[config.mk]
export PLATFORM = sky130hd
export DESIGN_NAME = aes_core_arbiter
export DESIGN_NICKNAME = d
export VERILOG_FILES = /design/src/rtl/aes_arb_pkg.sv /design/src/rtl/aes_rr_arb2.sv /design/src/rtl/aes_core_arbiter.sv
export SDC_FILE = /design/constraint.sdc
export NUM_CORES = 1
export LEC_CHECK = 0
export CORE_AREA = 2 2 255 257
export CTS_BUF_LIST = sky130_fd_sc_hd__clkbuf_16
export DETAILED_ROUTE_END_ITERATION = 6
export DIE_AREA = 0 0 257 259
export SYNTH_ARGS = -nofsm -noshare
export SYNTH_HDL_FRONTEND = slang
export SYNTH_SLANG_ARGS = --single-unit
[constraint.sdc]
create_clock -name clk -period 2 [get_ports clk]
set_clock_uncertainty 0.2 [all_clocks]
set_input_delay 0.3 -clock clk [delete_from_list [all_inputs] [get_ports clk]]
set_output_delay 0.3 -clock clk [all_outputs]
set_load 0.1 [all_outputs]
[src/rtl/aes_arb_pkg.sv]
// Shared types for the AES core arbiter: FSM state encoding and core mode values.
package aes_arb_pkg;

    typedef enum logic [1:0] {
        ARB_IDLE,
        ARB_ISSUE,
        ARB_WAIT,
        ARB_RESP
    } arb_state_e;

    localparam logic MODE_ENC = 1'b0;
    localparam logic MODE_DEC = 1'b1;

endpackage

[src/rtl/aes_rr_arb2.sv]
// Two-way round-robin arbiter: a lone requester always wins, ptr breaks ties.
module aes_rr_arb2 (
    input  logic [1:0] req,
    input  logic       ptr,
    output logic [1:0] gnt
);

    assign gnt[0] = req[0] & (~req[1] | ~ptr);
    assign gnt[1] = req[1] & (~req[0] |  ptr);

endmodule

[src/rtl/aes_core_arbiter.sv]
// Shares one AES core between an encrypt (0) and a decrypt (1) requester, one job at a time,
// with a timeout on the core's done pulse and a single buffered response channel.
module aes_core_arbiter
    import aes_arb_pkg::*;
#(
    parameter int unsigned DATA_W         = 128,
    parameter int unsigned TIMEOUT_CYCLES = 64,
    localparam int unsigned CNT_W         = $clog2(TIMEOUT_CYCLES + 1)
) (
    input  logic              clk,
    input  logic              reset_n,
    input  logic [1:0]        req_valid,
    output logic [1:0]        req_ready,
    input  logic [DATA_W-1:0] req_data0,
    input  logic [DATA_W-1:0] req_data1,
    output logic              core_start,
    output logic              core_mode,
    output logic [DATA_W-1:0] core_din,
    input  logic              core_done,
    input  logic [DATA_W-1:0] core_dout,
    output logic              rsp_valid,
    input  logic              rsp_ready,
    output logic [DATA_W-1:0] rsp_data,
    output logic              rsp_src,
    output logic              rsp_err,
    output logic              busy,
    output logic [7:0]        err_count
);

    arb_state_e        state_q;
    logic              rr_ptr_q;
    logic              src_q;
    logic [DATA_W-1:0] din_q;
    logic [CNT_W-1:0]  cnt_q;
    logic [1:0]        gnt;

    aes_rr_arb2 u_rr_arb (
        .req (req_valid),
        .ptr (rr_ptr_q),
        .gnt (gnt)
    );

    // Grants are only offered while idle, so a new job never overlaps a pending response.
    assign req_ready = (state_q == ARB_IDLE) ? gnt : 2'b00;
    assign core_mode = src_q;
    assign core_din  = din_q;

    always_ff @(posedge clk or negedge reset_n) begin
        if (!reset_n) begin
            state_q    <= ARB_IDLE;
            rr_ptr_q   <= 1'b0;
            src_q      <= MODE_ENC;
            din_q      <= '0;
            cnt_q      <= '0;
            core_start <= 1'b0;
            rsp_valid  <= 1'b0;
            rsp_data   <= '0;
            rsp_src    <= 1'b0;
            rsp_err    <= 1'b0;
            busy       <= 1'b0;
            err_count  <= 8'd0;
        end else begin
            core_start <= 1'b0;
            unique case (state_q)
                ARB_IDLE: begin
                    if (|gnt) begin
                        din_q      <= gnt[1] ? req_data1 : req_data0;
                        src_q      <= gnt[1] ? MODE_DEC : MODE_ENC;
                        core_start <= 1'b1;
                        busy       <= 1'b1;
                        state_q    <= ARB_ISSUE;
                    end
                end
                ARB_ISSUE: begin
                    cnt_q   <= '0;
                    state_q <= ARB_WAIT;
                end
                ARB_WAIT: begin
                    // A done on the final timeout cycle still counts as a good result.
                    if (core_done) begin
                        rsp_data  <= core_dout;
                        rsp_err   <= 1'b0;
                        rsp_src   <= src_q;
                        rsp_valid <= 1'b1;
                        state_q   <= ARB_RESP;
                    end else if (cnt_q == CNT_W'(TIMEOUT_CYCLES - 1)) begin
                        rsp_data  <= '0;
                        rsp_err   <= 1'b1;
                        rsp_src   <= src_q;
                        rsp_valid <= 1'b1;
                        if (err_count != 8'hFF) begin
                            err_count <= err_count + 8'd1;
                        end
                        state_q   <= ARB_RESP;
                    end else begin
                        cnt_q <= cnt_q + CNT_W'(1);
                    end
                end
                ARB_RESP: begin
                    if (rsp_ready) begin
                        rr_ptr_q  <= ~src_q;
                        rsp_valid <= 1'b0;
                        busy      <= 1'b0;
                        state_q   <= ARB_IDLE;
                    end
                end
                default: begin
                    state_q <= ARB_IDLE;
                end
            endcase
        end
    end

endmodule

==> results of run 1 <==
worst register-to-register path, stage by stage (launching register included):
cell and delay, ps:
dfrtp_1 370, inv_2 50, buf_4 120, ha_1 210, and2b_2 240, a21boi_2 170, a221o_1 310, mux2_1 320
sequential cells by signal, indices dropped and copies added, names as in the netlist:
signal and flops:
rsp_data 128, busy 1, err_count 8, state_q 2, core_din 128, cnt_q 7, core_start 1, core_mode 1
rsp_valid 1, rsp_src 1, rr_ptr_q 1, rsp_err 1
kinds of logic (layout without fill, tap and decap cells):
group | after synthesis | count (layout) | synth area share (%)
AOI/OAI and AO/OA | 282 | 282 | 16.86
DFF | 280 | 280 | 60.65
and+or+nand+nor | 169 | 173 | 5.990
muxes | 133 | 133 | 11.56
buffers and inverters | 84 | 849 | 3.650
adders and majority gates | 7 | 7 | 0.7581
xor gates and xnor gates | 7 | 7 | 0.5307
other | 0 | 8 | 0
repair_timing:
| item | 4_1_cts | 5_1_grt |
|---|---|---|
| hold buffers | 1 | 0 |
| endpoints found under the hold margin | 262 | 0 |
| endpoints found under the setup margin | 2 | 106 |
| gates resized for setup | 1 | 32 |
| pin swaps | 3 | 11 |
| gates cloned | 0 | 15 |
| buffers inserted | 5 | 8 |
metal layers:
metal  up-vias  wire, um  part of all wire (%)
met4         4      1435                   3.0
met3        74      4740                   9.8
met1      5116     17830                    37
met2       507     24190                    50
met5         -        27                 0.056
li1       4964         -                     -
per-stage QoR:
step           setup WS [ps]  setup TNS (ps)  hold WS, ps
2_1_floorplan         -61.96          -111.4       -195.6
3_3_place_gp          -317.1          -23160        95.06
3_5_place_dp          -327.4          -27170        88.33
4_1_cts               -345.8          -680.0        95.46
5_1_grt               -318.4           -9861        109.7
6_report              -234.8          -650.4        105.6
synth_stat cells, types with 3 or more instances:
library cell	count	area [sq um]
ha_1	7	87.58
buf_6	10	112.6
a31oi_1	3	18.77
mux2i_1	130	1301
inv_1	11	41.29
clkbuf_1	34	127.6
o21ai_1	3	15.01
buf_2	25	125.1
nor2_1	8	30.03
nand2_1	141	529.3
xor2_1	6	52.55
a22o_1	129	1130
o21ai_0	132	660.6
nand3_1	7	35.03
buf_1	4	15.01
dfrtp_1	280	7007
area by class of cell:
class                      instances  area share, %
antenna                            8        0.08465
clock buffer                      36          3.809
clock inverter                    28          1.100
inverter                          11         0.1852
multi-input combinational        602          18.18
sequential                       280          29.73
tap                              855          4.524
timing repair buffer             774          42.38
worst max-delay path by stage:
stage                                     endpoint  slack, ps  depth (start not counted)
after floorplan             state_q[1]$_DFFE_PN0P_        -60                          7
after global placement    core_din[23]$_DFFE_PN0P_       -320                          7
after detailed placement  core_din[23]$_DFFE_PN0P_       -330                          7
after CTS                             req_ready[0]       -350                          6
after global routing                  req_ready[0]       -320                          6
final                                 req_ready[0]       -230                          6
==> impl_metrics.py, run 1 <==
metrics = {
    "status": {
        "status": "finished, violations left",
        "violations": "negative setup slack",
    },
    "critical_path": {
        "critPathKind": "reg2out",
        "slowest_stage": "dfrtp_1",
        "crit_path_max_incr_delay_ps": 390,
        "crit_arrival_ps": 1730,
        "crit_fanout": 2,
        "critPathLaunchType": "flop",
        "rr_endpoint": "state_q[1]$_DFFE_PN0P_",
        "cp_cell_sequence": "inv_2 > buf_6 > ha_4 > inv_4 > a211oi_4 > buf_12",
        "cp_top_family": "buffers and inverters",
        "crit_buf_inv": 4,
        "timing.rr.start": "state_q[0]$_DFFE_PN0P_",
        "reg2reg_setup_slack_ps": -100,
        "cp-end-kind": "output pin",
        "cp-startpoint": "state_q[0]$_DFFE_PN0P_",
        "r2r_cells": 7,
        "crit_required_ps": 1500,
    },
    "layout": {
        "fill_cells": 6062,
        "synthToLayoutAreaGrowth_pct": 104.7,
        "final_layout_size_suffix_gt1_share_pct": 26.92,
        "utilization_pct": 37.02,
        "final_cells": 2594,
        "layout_commonest_cell": "clkdlybuf4s50_1",
        "seqCellArea_sq_um": 7032,
        "multi_input_area_sq_um": 4300,
        "final_cell_area_sq_um": 23650,
        "nets": 2101,
        "most-common-layout-cells": "388 x clkdlybuf4s50_1, 272 x dfrtp_1, 241 x buf_12",
    },
    "die": {
        "initial_core_util_pct": 18.08,
        "die_w_um": 257,
        "core_area_sq_um": 63880,
        "rows": 93,
        "io_pins": 662,
        "fp.dieH_um": 259,
        "die_area_sq_um": 66560,
    },
    "global_routing": {
        "grt_busiest_layer": "met2",
        "grt_use_total_pct": 13.45,
        "use_met3_pct": 5.936,
        "grt_overflow_total": 0,
        "grt_max_degree": 55,
        "met2_usage_pct": 22.63,
        "grt_pass1_wl_mm": 69.63,
        "antenna_found_initial": 11,
        "grt_use_met1_pct": 14.74,
        "first_global_vias": 11426,
    },
    "sta": {
        "period_minus_slack_ps": 2235,
        "fmax_ghz": 0.4475,
        "relSlewSlack_pct": 62.34,
        "fin_crit_sh_pct": 111.7,
        "fin_ws_ps": -234.8,
        "setup_viol": 10,
        "worstMarginPinSlew_ps": 564.9,
        "final-hold-violation-count": 0,
        "rsz0062_at_grt": "yes",
        "maxSlewViolCount": 0,
    },
    "cts": {
        "clock_latency_ps": 530,
        "cts.sinks": 280,
        "ctsLongestPathBuffers": 3,
        "htree_levels": 2,
        "clk_pin_slew_worst_paths_ps": 60,
        "cts_tree": "built",
        "cts_buffers": 35,
        "clockRootBuffer": "clkbuf_16",
    },
    "placement": {
        "dpl_cell_area_sq_um": 21950,
        "hpwl_mm": 36.60,
        "dp.cells": 2493,
        "io_buffer_count": 661,
        "gp_congestion": 0.8478,
    },
    "yosys": {
        "synth_nets": 1359,
        "yosys_register_bits": 280,
        "syn_area_sq_um": 11550,
        "yosys_warnings": 0,
        "async_flop_share_pct": 100.0,
        "synth-seq-area-share_pct": 60.65,
        "avgSynthCellArea_sq_um": 12.01,
        "syn_inst": 962,
        "synth-edff-count": 0,
        "yosys.cell_types.count": 41,
        "ys.flop_type": "dfrtp_1",
    },
    "min_path": {
        "hold_path_class": "in2async",
    },
    "route": {
        "drc": 0,
        "drt_iter0_drc": 426,
        "wl_per_cell_um": 18.59,
        "viasPerCell": 4.111,
        "drtPass1Iterations": 7,
        "via_count": 10665,
        "wl_mm": 48.22,
        "drtAntennaViolNets": 0,
    },
    "run": {
        "drv_cap": 0,
    },
}
Power of run 1 is left out: the tool's default activity adds up to more than one toggle a clock period on the data nets, which glitch-free logic cannot reach.
==> inputs of run 2 (changes only) <==
--- a/config.mk
+++ b/config.mk
@@ -5,10 +5,10 @@
 export SDC_FILE = /design/constraint.sdc
 export NUM_CORES = 1
 export LEC_CHECK = 0
-export CORE_AREA = 2 2 255 257
+export CORE_AREA = 2 2 256 258
 export CTS_BUF_LIST = sky130_fd_sc_hd__clkbuf_16
 export DETAILED_ROUTE_END_ITERATION = 6
-export DIE_AREA = 0 0 257 259
+export DIE_AREA = 0 0 258 260
 export SYNTH_ARGS = -nofsm -noshare
 export SYNTH_HDL_FRONTEND = slang
 export SYNTH_SLANG_ARGS = --single-unit
==> constraint.sdc (replaced) <==
create_clock -name clk -period 2.2 [get_ports clk]
set_clock_uncertainty 0.2 [all_clocks]
set_input_delay 0.33 -clock clk [delete_from_list [all_inputs] [get_ports clk]]
set_output_delay 0.33 -clock clk [all_outputs]
set_load 0.1 [all_outputs]
==> impl_metrics.py, run 2 (synthesis results as in run 1) <==
metrics = {
    "status": {
        "status": "complete, no violations",
    },
    "route": {
        "drtAntennaViolNets": 0,
        "wl_mm": 47.02,
        "wl_per_cell_um": 18.42,
        "drc": 0,
        "via_count": 10427,
        "drtPass1Iterations": 6,
        "viasPerCell": 4.086,
        "drt_iter0_drc": 556,
    },
    "critical_path": {
        "crit_required_ps": 1670,
        "cp_top_family": "flip-flops",
        "crit_fanout": 2,
        "cp_cell_sequence": "inv_2 > ha_4 > inv_4 > a211oi_4 > buf_12",
        "reg2reg_setup_slack_ps": 80,
        "critPathKind": "reg2out",
        "critPathLaunchType": "flop",
        "slowest_stage": "dfrtp_1",
        "crit_path_max_incr_delay_ps": 390,
        "crit_arrival_ps": 1650,
        "cp-end-kind": "output pin",
        "crit_buf_inv": 3,
    },
    "die": {
        "fp.dieH_um": 260,
        "rows": 93,
        "initial_core_util_pct": 18.02,
        "die_w_um": 258,
        "die_area_sq_um": 67080,
        "core_area_sq_um": 64120,
        "io_pins": 662,
    },
    "global_routing": {
        "grt_max_degree": 65,
        "grt_overflow_total": 0,
        "grt_pass1_wl_mm": 68.32,
        "grt_use_total_pct": 13.37,
        "first_global_vias": 10896,
        "antenna_found_initial": 8,
    },
    "layout": {
        "synthToLayoutAreaGrowth_pct": 75.77,
        "final_layout_size_suffix_gt1_share_pct": 25.34,
        "fill_cells": 6459,
        "seqCellArea_sq_um": 7014,
        "layout_commonest_cell": "clkdlybuf4s50_1",
        "nets": 2066,
        "multi_input_area_sq_um": 4193,
        "utilization_pct": 31.67,
        "most-common-layout-cells": "388 x clkdlybuf4s50_1, 335 x buf_4, 274 x dfrtp_1",
    },
    "min_path": {
        "hold_path_class": "in2async",
    },
    "cts": {
        "cts_tree": "built",
        "ctsLongestPathBuffers": 3,
        "cts.sinks": 280,
        "clk_pin_slew_worst_paths_ps": 60,
        "cts_buffers": 34,
        "htree_levels": 2,
        "clock_latency_ps": 520,
        "clockRootBuffer": "clkbuf_16",
    },
    "sta": {
        "final-hold-violation-count": 0,
        "fmax_ghz": 0.4592,
        "relSlewSlack_pct": 70.77,
        "worstMarginPinSlew_ps": 438.5,
        "rsz0062_at_grt": "yes",
        "fin_crit_sh_pct": 98.98,
        "maxSlewViolCount": 0,
        "worst_hold_slack_ps": 132.2,
        "setup_viol": 0,
        "period_minus_slack_ps": 2178,
    },
    "run": {
        "drv_cap": 0,
    },
    "placement": {
        "io_buffer_count": 661,
        "gp_congestion": 0.8521,
        "hpwl_mm": 36.59,
    },
}
-- run 2: changes by cell type in the layout (fill, tap and decap cells not counted), moves of 6 or more --
cell / previous run / this run
buf_12: 241 / 17
clkbuf_16: 43 / 36
buf_6: 10 / 0
buf_4: 119 / 335
dfrtp_4: 6 / 0
-- run 2: layout make-up --
cell class                 count  share of cell area, %
clock buffer                  35                  4.313
tap                          855                  5.268
inverter                      11                 0.2157
antenna                        4                0.04929
clock inverter                25                  1.393
sequential                   280                  34.54
multi-input combinational    598                  20.65
timing repair buffer         744                  33.57
-- run 2: final timing paths --
check	start	endpoint	cells after the start
setup / recovery	state_q[1]$_DFFE_PN0P_	req_ready[0]	5
hold / removal	reset_n	rsp_data[104]$_DFFE_PN0P_	2
setup reg to reg	state_q[0]$_DFFE_PN0P_	state_q[1]$_DFFE_PN0P_	7
hold reg to reg	err_count[5]$_DFFE_PN0P_	err_count[5]$_DFFE_PN0P_	1
max in group asynchronous	reset_n	core_din[77]$_DFFE_PN0P_	4
min in group clk	core_dout[3]	rsp_data[3]$_DFFE_PN0P_	2
-- run 2: repair_timing --
item	4_1_cts	5_1_grt
endpoints found under the setup margin	2	18
pin swaps	3	1
buffers inserted	7	0
cloned	0	1
hold buffers	1	0
endpoints found under the hold margin	257	0
gates resized for setup	6	2
-- run 2: per-layer routing --
metal  vias up  wire, um  share of wire, %  GRT usage (%)
li1       4877         -                 -              -
met1      4967     17720                38          14.72
met2       501     23090                49          22.80
met3        80      4454               9.5          5.068
met4         2      1746               3.7          6.198
met5         -        12             0.026              0
-- run 2: metrics by stage --
step,setup TNS [ps],cells,setup WS (ps),cell area [sq um]
final,0,2552,22.39,20310
after global routing,-75.33,2552,-43.12,20310
after CTS,-75.38,2547,-75.38,20260
after detailed placement,-1219,2479,-83.08,19020
after global placement,-409.2,2479,-51.57,19020
after floorplan,0,962,26.27,11580
Power of run 2 is left out for the same reason.
